[src/rtl/pc_stack_pkg.sv]
// Shared types and constants for the program-counter / return-address stack stage.
// Holds default sizes, the decoder strobe bundle and its legal encodings.
package pc_stack_pkg;

    localparam int DEF_PC_WIDTH    = 5;
    localparam int DEF_STACK_DEPTH = 8;

    typedef logic [DEF_PC_WIDTH-1:0] pc_t;

    typedef struct packed {
        logic push;
        logic pop;
        logic jmp;
        logic cal;
        logic ret;
    } ctrl_s;

    localparam ctrl_s CTRL_NONE = 5'b00000;
    localparam ctrl_s CTRL_JMP  = 5'b00100;
    localparam ctrl_s CTRL_CAL  = 5'b10110;
    localparam ctrl_s CTRL_RET  = 5'b01001;

    function automatic logic is_legal(input ctrl_s c);
        return (c == CTRL_NONE) || (c == CTRL_JMP) || (c == CTRL_CAL) || (c == CTRL_RET);
    endfunction

endpackage

[src/rtl/pc_call_stack_if.sv]
// Decoder-to-PC-stage bundle: control strobes and jump target in, pc and stack status out.
interface pc_call_stack_if
    import pc_stack_pkg::*;
#(
    parameter int PC_WIDTH = DEF_PC_WIDTH,
    parameter int SP_WIDTH = $clog2(DEF_STACK_DEPTH) + 1
);
    logic                en;
    logic                push;
    logic                pop;
    logic                jmp;
    logic                cal;
    logic                ret;
    logic [PC_WIDTH-1:0] jmp_addr;
    logic [PC_WIDTH-1:0] pc;
    logic [SP_WIDTH-1:0] sp;
    logic                stk_ovf;
    logic                stk_unf;
    logic                proto_err;

    modport master (
        output en, push, pop, jmp, cal, ret, jmp_addr,
        input  pc, sp, stk_ovf, stk_unf, proto_err
    );

    modport slave (
        input  en, push, pop, jmp, cal, ret, jmp_addr,
        output pc, sp, stk_ovf, stk_unf, proto_err
    );
endinterface

[src/rtl/ret_addr_stack.sv]
// Return-address LIFO: register array, stack pointer and full/empty detection.
// PC_STACK_GUARD_EN blocks push-when-full / pop-when-empty and raises sticky flags.
module ret_addr_stack
    import pc_stack_pkg::*;
#(
    parameter  int PC_WIDTH    = DEF_PC_WIDTH,
    parameter  int STACK_DEPTH = DEF_STACK_DEPTH,
    localparam int SP_WIDTH    = $clog2(STACK_DEPTH) + 1
)(
    input  logic                clk,
    input  logic                rst_n,
    input  logic                en,
    input  logic                push,
    input  logic                pop,
    input  logic                rd,
    input  logic [PC_WIDTH-1:0] wr_data,
    output logic [PC_WIDTH-1:0] rd_data,
    output logic [SP_WIDTH-1:0] sp,
    output logic                push_block,
    output logic                pop_block,
    output logic                stk_ovf,
    output logic                stk_unf
);

    localparam int IDX_WIDTH = $clog2(STACK_DEPTH);

    logic [PC_WIDTH-1:0]  mem [STACK_DEPTH];
    logic [IDX_WIDTH-1:0] wr_idx;
    logic [IDX_WIDTH-1:0] rd_idx;
    logic                 full;
    logic                 empty;

    // Index is sp modulo depth, so an unguarded overflow overwrites the oldest entry.
    assign full    = (sp == SP_WIDTH'(STACK_DEPTH));
    assign empty   = (sp == '0);
    assign wr_idx  = sp[IDX_WIDTH-1:0];
    assign rd_idx  = wr_idx - IDX_WIDTH'(1);
    assign rd_data = rd ? mem[rd_idx] : '0;

`ifdef PC_STACK_GUARD_EN
    assign push_block = push & full;
    assign pop_block  = (pop | rd) & empty;

    always_ff @(posedge clk) begin
        if (!rst_n) begin
            stk_ovf <= 1'b0;
            stk_unf <= 1'b0;
        end else if (en) begin
            stk_ovf <= stk_ovf | push_block;
            stk_unf <= stk_unf | pop_block;
        end
    end
`else
    assign push_block = 1'b0;
    assign pop_block  = 1'b0;
    assign stk_ovf    = 1'b0;
    assign stk_unf    = 1'b0;
`endif

    always_ff @(posedge clk) begin
        if (!rst_n) begin
            sp <= '0;
        end else if (en) begin
            if (push && !push_block) begin
                if (!full) sp <= sp + SP_WIDTH'(1);
            end else if (pop && !pop_block && !empty) begin
                sp <= sp - SP_WIDTH'(1);
            end
        end
    end

    // Contents need no reset; only entries below sp are ever meaningful.
    always_ff @(posedge clk) begin
        if (en && push && !push_block) mem[wr_idx] <= wr_data;
    end

endmodule

[src/rtl/pc_call_stack.sv]
// Program-counter stage: pc register, next-PC select (ret > jmp > pc+1) and strobe protocol check.
// Build with PC_STACK_GUARD_EN to enable stack overflow/underflow protection.
module pc_call_stack
    import pc_stack_pkg::*;
#(
    parameter  int PC_WIDTH    = DEF_PC_WIDTH,
    parameter  int STACK_DEPTH = DEF_STACK_DEPTH,
    localparam int SP_WIDTH    = $clog2(STACK_DEPTH) + 1
)(
    input logic             clk,
    input logic             rst_n,
    pc_call_stack_if.slave  bus
);

    ctrl_s               ctrl;
    logic                bad_combo;
    logic                s_push;
    logic                s_pop;
    logic                s_jmp;
    logic                s_ret;
    logic                push_block;
    logic                pop_block;
    logic [PC_WIDTH-1:0] pc_q;
    logic [PC_WIDTH-1:0] pc_inc;
    logic [PC_WIDTH-1:0] pc_next;
    logic [PC_WIDTH-1:0] top_addr;
    logic [SP_WIDTH-1:0] sp;
    logic                stk_ovf;
    logic                stk_unf;
    logic                proto_err_q;

    assign ctrl = {bus.push, bus.pop, bus.jmp, bus.cal, bus.ret};

    // Contradictory pairs cancel every stack op and redirect; the rest run literally.
    assign bad_combo = (ctrl.push & ctrl.pop) | (ctrl.ret & ctrl.jmp);
    assign s_push    = ctrl.push & ~bad_combo;
    assign s_pop     = ctrl.pop  & ~bad_combo;
    assign s_jmp     = ctrl.jmp  & ~bad_combo;
    assign s_ret     = ctrl.ret  & ~bad_combo;
    assign pc_inc    = pc_q + PC_WIDTH'(1);

    always_comb begin
        pc_next = pc_inc;
        if (push_block || pop_block) pc_next = pc_inc;
        else if (s_ret)              pc_next = top_addr;
        else if (s_jmp)              pc_next = bus.jmp_addr;
    end

    ret_addr_stack #(
        .PC_WIDTH    (PC_WIDTH),
        .STACK_DEPTH (STACK_DEPTH)
    ) u_stack (
        .clk        (clk),
        .rst_n      (rst_n),
        .en         (bus.en),
        .push       (s_push),
        .pop        (s_pop),
        .rd         (s_ret),
        .wr_data    (pc_inc),
        .rd_data    (top_addr),
        .sp         (sp),
        .push_block (push_block),
        .pop_block  (pop_block),
        .stk_ovf    (stk_ovf),
        .stk_unf    (stk_unf)
    );

    always_ff @(posedge clk) begin
        if (!rst_n) begin
            pc_q        <= '0;
            proto_err_q <= 1'b0;
        end else if (bus.en) begin
            pc_q <= pc_next;
            if (!is_legal(ctrl)) proto_err_q <= 1'b1;
        end
    end

    assign bus.pc        = pc_q;
    assign bus.sp        = sp;
    assign bus.stk_ovf   = stk_ovf;
    assign bus.stk_unf   = stk_unf;
    assign bus.proto_err = proto_err_q;

endmodule

[src/flat_wrapper.sv]
// flat-port wrapper written by rule: the top's interface ports become plain ports
module pc_call_stack_flat import pc_stack_pkg::*;
#(
    parameter  int PC_WIDTH    = DEF_PC_WIDTH,
    parameter  int STACK_DEPTH = DEF_STACK_DEPTH,
    localparam int SP_WIDTH    = $clog2(STACK_DEPTH) + 1
)
  (clk, rst_n, bus_en, bus_push, bus_pop, bus_jmp, bus_cal, bus_ret, bus_jmp_addr, bus_pc, bus_sp, bus_stk_ovf, bus_stk_unf, bus_proto_err);
  pc_call_stack_if #(.PC_WIDTH(PC_WIDTH), .SP_WIDTH(($clog2((DEF_STACK_DEPTH)) + 1))) bus_i ();
  input logic clk;
  input logic rst_n;
  input wire logic [$bits(bus_i.en)-1:0] bus_en;
  input wire logic [$bits(bus_i.push)-1:0] bus_push;
  input wire logic [$bits(bus_i.pop)-1:0] bus_pop;
  input wire logic [$bits(bus_i.jmp)-1:0] bus_jmp;
  input wire logic [$bits(bus_i.cal)-1:0] bus_cal;
  input wire logic [$bits(bus_i.ret)-1:0] bus_ret;
  input wire logic [$bits(bus_i.jmp_addr)-1:0] bus_jmp_addr;
  output wire logic [$bits(bus_i.pc)-1:0] bus_pc;
  output wire logic [$bits(bus_i.sp)-1:0] bus_sp;
  output wire logic [$bits(bus_i.stk_ovf)-1:0] bus_stk_ovf;
  output wire logic [$bits(bus_i.stk_unf)-1:0] bus_stk_unf;
  output wire logic [$bits(bus_i.proto_err)-1:0] bus_proto_err;
  assign bus_i.en = bus_en;
  assign bus_i.push = bus_push;
  assign bus_i.pop = bus_pop;
  assign bus_i.jmp = bus_jmp;
  assign bus_i.cal = bus_cal;
  assign bus_i.ret = bus_ret;
  assign bus_i.jmp_addr = bus_jmp_addr;
  assign bus_pc = bus_i.pc;
  assign bus_sp = bus_i.sp;
  assign bus_stk_ovf = bus_i.stk_ovf;
  assign bus_stk_unf = bus_i.stk_unf;
  assign bus_proto_err = bus_i.proto_err;
  pc_call_stack #(.PC_WIDTH(PC_WIDTH), .STACK_DEPTH(STACK_DEPTH)) u_core (.clk(clk), .rst_n(rst_n), .bus(bus_i));
endmodule
[config.mk]
export PLATFORM = sky130hd
export DESIGN_NAME = pc_call_stack_flat
export DESIGN_NICKNAME = d
export VERILOG_FILES = /design/src/rtl/pc_stack_pkg.sv /design/src/rtl/pc_call_stack_if.sv /design/src/rtl/ret_addr_stack.sv /design/src/rtl/pc_call_stack.sv /design/src/flat_wrapper.sv
export SDC_FILE = /design/constraint.sdc
export NUM_CORES = 1
export LEC_CHECK = 0
export CORE_AREA = 3 3 84 86
export CTS_CLUSTER_DIAMETER = 200
export DETAILED_ROUTE_END_ITERATION = 16
export DIE_AREA = 0 0 87 89
export PLACE_DENSITY_LB_ADDON = 0.2
export SYNTH_ARGS = -nofsm -noshare
export SYNTH_HDL_FRONTEND = slang
export SYNTH_SLANG_ARGS = --single-unit
[constraint.sdc]
create_clock -name clk -period 2.92 [get_ports clk]
set_input_delay 0.292 -clock clk [delete_from_list [all_inputs] [get_ports clk]]
set_output_delay 0.292 -clock clk [all_outputs]
set_load 0.01 [all_outputs]
==> key figures <==
Worst setup path
  • Slowest Stage Delay on Critical Path: 0.61 ns
  • Slowest-stage cell, CP: ha_1
  • Worst r2r dst: u_core.bus.pc[1]
  • R2R Setup Slk: 0.52 ns
  • Crit path max fanout: 10
  • Startpoint Class: flip-flop
  • CP cell instances: inv_1, ha_1, mux4_2, mux2_2, o2111ai_1, a21oi_1
  • WP data required: 3.11 ns
  • Data arrival, critical path: 2.59 ns
  • CP Capture Type: flip-flop
  • Critical path class: reg -> reg
  • Worst r2r src: u_core.u_stack.sp[1]
  • R2R cell count: 6

Clocking
  • Num CTS Buffers: 5
  • Clock Latency Late Sink: 0.30 ns
  • Post-CTS setup buffers: 0
  • CTS root buf: clkbuf_8
  • Sink Count: 50
  • Hold Buf Count CTS: 0
  • Clk slew on worst S/H paths: 0.09 ns
  • CTS H-tree depth: 2
  • Post-CTS Resized: 0
  • Clock Path Buffers: 2
  • CTS tree: built

STA
  • Crit path time final: 2.40 ns
  • Worst slew pin tran: 0.792 ns
  • # setup viols final: 0
  • Rel. slew slack: 0.470
  • Final Hold Viols: 0
  • Unrepaired setup endpoints after global routing: false
  • Fmax: 416 MHz
  • Slew Viols, Final: 0
  • Final period util: 0.823
  • Post-route setup TNS: 0 ns
  • Clk_skew: 0.00810 ns

GRT
  • Vias in the first global route: 1482
  • Grt total ovfl: 0
  • Total global-route track usage: 0.144
  • Initial antenna violation count: 0
  • First-pass GRT wire length: 8090 um
  • Largest net degree at the start of global routing: 17

Placement
  • Gp weighted congestion: 0.834
  • Port Buffers: 22
  • HPWL after DPL: 3880 um
  • DP Area: 0.00274 sq mm

Yosys
  • Async S/R FF share, synth: 0
  • Sequential area share after synthesis: 0.571
  • YS warnings: 0
  • Synth area leader: edfxtp_1
  • Ranking of synthesized cells by area: edfxtp_1, mux4_2, dfxtp_1, buf_6, nand4_1
  • Most frequent cell after synthesis: edfxtp_1
  • Number of synthesized flops with an enable pin: 40
  • Post-synth top area share: 0.489
  • Mapped cell area: 0.00246 sq mm
  • Syn avg cell area: 13.4 sq um
  • Synth Register Bits: 50
  • Prevailing post-synth register cell: edfxtp_1
  • Post-Synthesis Cells: 183
  • Synth unique cells: 45
  • Synth top cells by count: edfxtp_1, nor2_1, dfxtp_1, mux4_2

Pwr
  • Max IR drop VDD: 0.267 mV
  • Pwr Total: 1.59 mW
  • Clk network pwr share: 0.322
  • Switching part of the total: 0.245
  • Sequential cell fraction of total power: 0.510
  • PD cells: 558 mW/mm^2
  • Part of the power in combinational logic: 0.169
  • Int Pwr: 1.20 mW
  • Switching power: 390 uW
  • Leak pwr: 0.946 nW

Layout
  • Design area: 0.00286 sq mm
  • Fraction of layout cells with a size suffix above 1: 0.163
  • Layout overhead on the synthesized area: 16.3%
  • Final Util: 0.450
  • Ant. Diodes: 0
  • Final Net Count: 225

Floorplan
  • Core region area: 0.00635 sq mm
  • Row cnt: 29
  • Die W: 87 um
  • Height of the die: 89 um
  • Starting density of the core: 0.387
  • Boundary Pins: 25
  • Die area: 0.00774 sq mm

Routing
  • DRC: 0
  • Routed Antenna Nets: 0
  • Vias: 1570
  • Vias per cell: 5.49
  • Routed len/inst: 18.5 um
  • Starting DRT DRC Count: 135
  • Routed WL: 5300 um
  • Drt first pass iters: 4

Worst hold path
  • HP Class: reg -> reg
  • Hold wc startpoint: u_core.bus.proto_err
  • Worst hold endpoint: u_core.bus.proto_err
  • Hold depth: 2

Outcome
  • Status: finished, final reports clean

Job
  • Max-Cap Viols: 0
-- per-layer routing --
metal  vias up  wire length, um  global-route usage
met5         -                0                   0
met1       773             2370               0.195
met2        43             2620               0.231
met4         0               41              0.0467
met3         5              266              0.0304
li1        749                -                   -
-- worst max path at each step --
stage                         start              endpoint  slack, ns  cells after the start
3_3_place_gp               bus_push  u_core.u_stack.sp[3]       0.48                      7
5_1_grt        u_core.u_stack.sp[1]      u_core.bus.pc[0]       0.21                      6
6_report       u_core.u_stack.sp[1]      u_core.bus.pc[1]       0.52                      6
4_1_cts        u_core.u_stack.sp[1]      u_core.bus.pc[0]       0.48                      6
3_5_place_dp               bus_push  u_core.u_stack.sp[3]       0.41                      7
2_1_floorplan  u_core.u_stack.sp[0]      u_core.bus.pc[0]       0.51                      9
-- flip-flops by register name, summed over array words and instances (netlist names) --
register and cells:
u_core.bus.pc 5, u_core.u_stack.sp 4, u_core.u_stack.mem 40, u_core.bus.proto_err 1
-- metrics by stage --
stage | cells | hold slack, ns | worst slack [ns]
after detailed placement | 278 | 0.445 | 0.408
after global placement | 278 | 0.434 | 0.481
final | 286 | 0.452 | 0.517
after CTS | 286 | 0.460 | 0.483
after global routing | 286 | 0.483 | 0.214
after floorplan | 184 | 0.428 | 0.512
-- power groups by stage --
| stage | Sequential, mW | Combinational (mW) | Clock, mW |
|---|---|---|---|
| floorplan | 0.827 | 0.183 | 0 |
| global placement | 0.828 | 0.266 | 0 |
| detailed placement | 0.829 | 0.269 | 0 |
| CTS | 0.812 | 0.270 | 0.529 |
| global route | 0.815 | 0.294 | 0.557 |
| finish | 0.812 | 0.269 | 0.512 |
-- logic make-up after synthesis --
kind of cell / share of synthesized area
flops: 0.571
fa+ha+maj: 0.0204
xor+xnor: 0.0321
compound gates: 0.0912
other cells: 0.00153
mux: 0.111
buf+inv: 0.0489
simple gates: 0.124
-- critical path, delay by kind of cell (launching register included) --
kind	cells	cell delay, ns
mux	2	0.70
buf+inv	1	0.18
compound gates	2	0.26
fa+ha+maj	1	0.61
flops	1	0.52
-- layout by cell type, fill, tap and decap left out, types with 2 or more instances in the layout --
cell type,synthesis,routed
nor3_1,3,3
a21oi_1,6,6
edfxtp_1,40,40
mux4_2,10,10
a21o_1,2,2
o31ai_1,2,2
clkbuf_8,0,6
xnor2_1,5,5
inv_1,7,7
conb_1,1,2
clkdlybuf4s50_1,0,22
dfxtp_1,10,10
xor2_1,4,4
ha_1,4,4
nor3b_1,2,2
nor2_1,13,13
buf_4,3,7
a31oi_1,2,2
o21ai_0,7,7
nand2b_1,3,3
nor2b_1,3,3
nand3_1,5,5
nand2_1,9,9
a22oi_1,2,2
nand4_1,9,9
mux2_2,2,2
a221oi_1,2,2
-- cell type report --
class,instances,area (sq um)
Clock buffer,6,82.6
Clock inverter,2,38.8
Fill cell,571,3490
Inverter,7,26.3
Multi-Input combinational cell,115,938
Sequential cell,50,1400
Tap cell,77,96.3
Timing Repair Buffer,29,273
(Power assumes the default switching activity.)
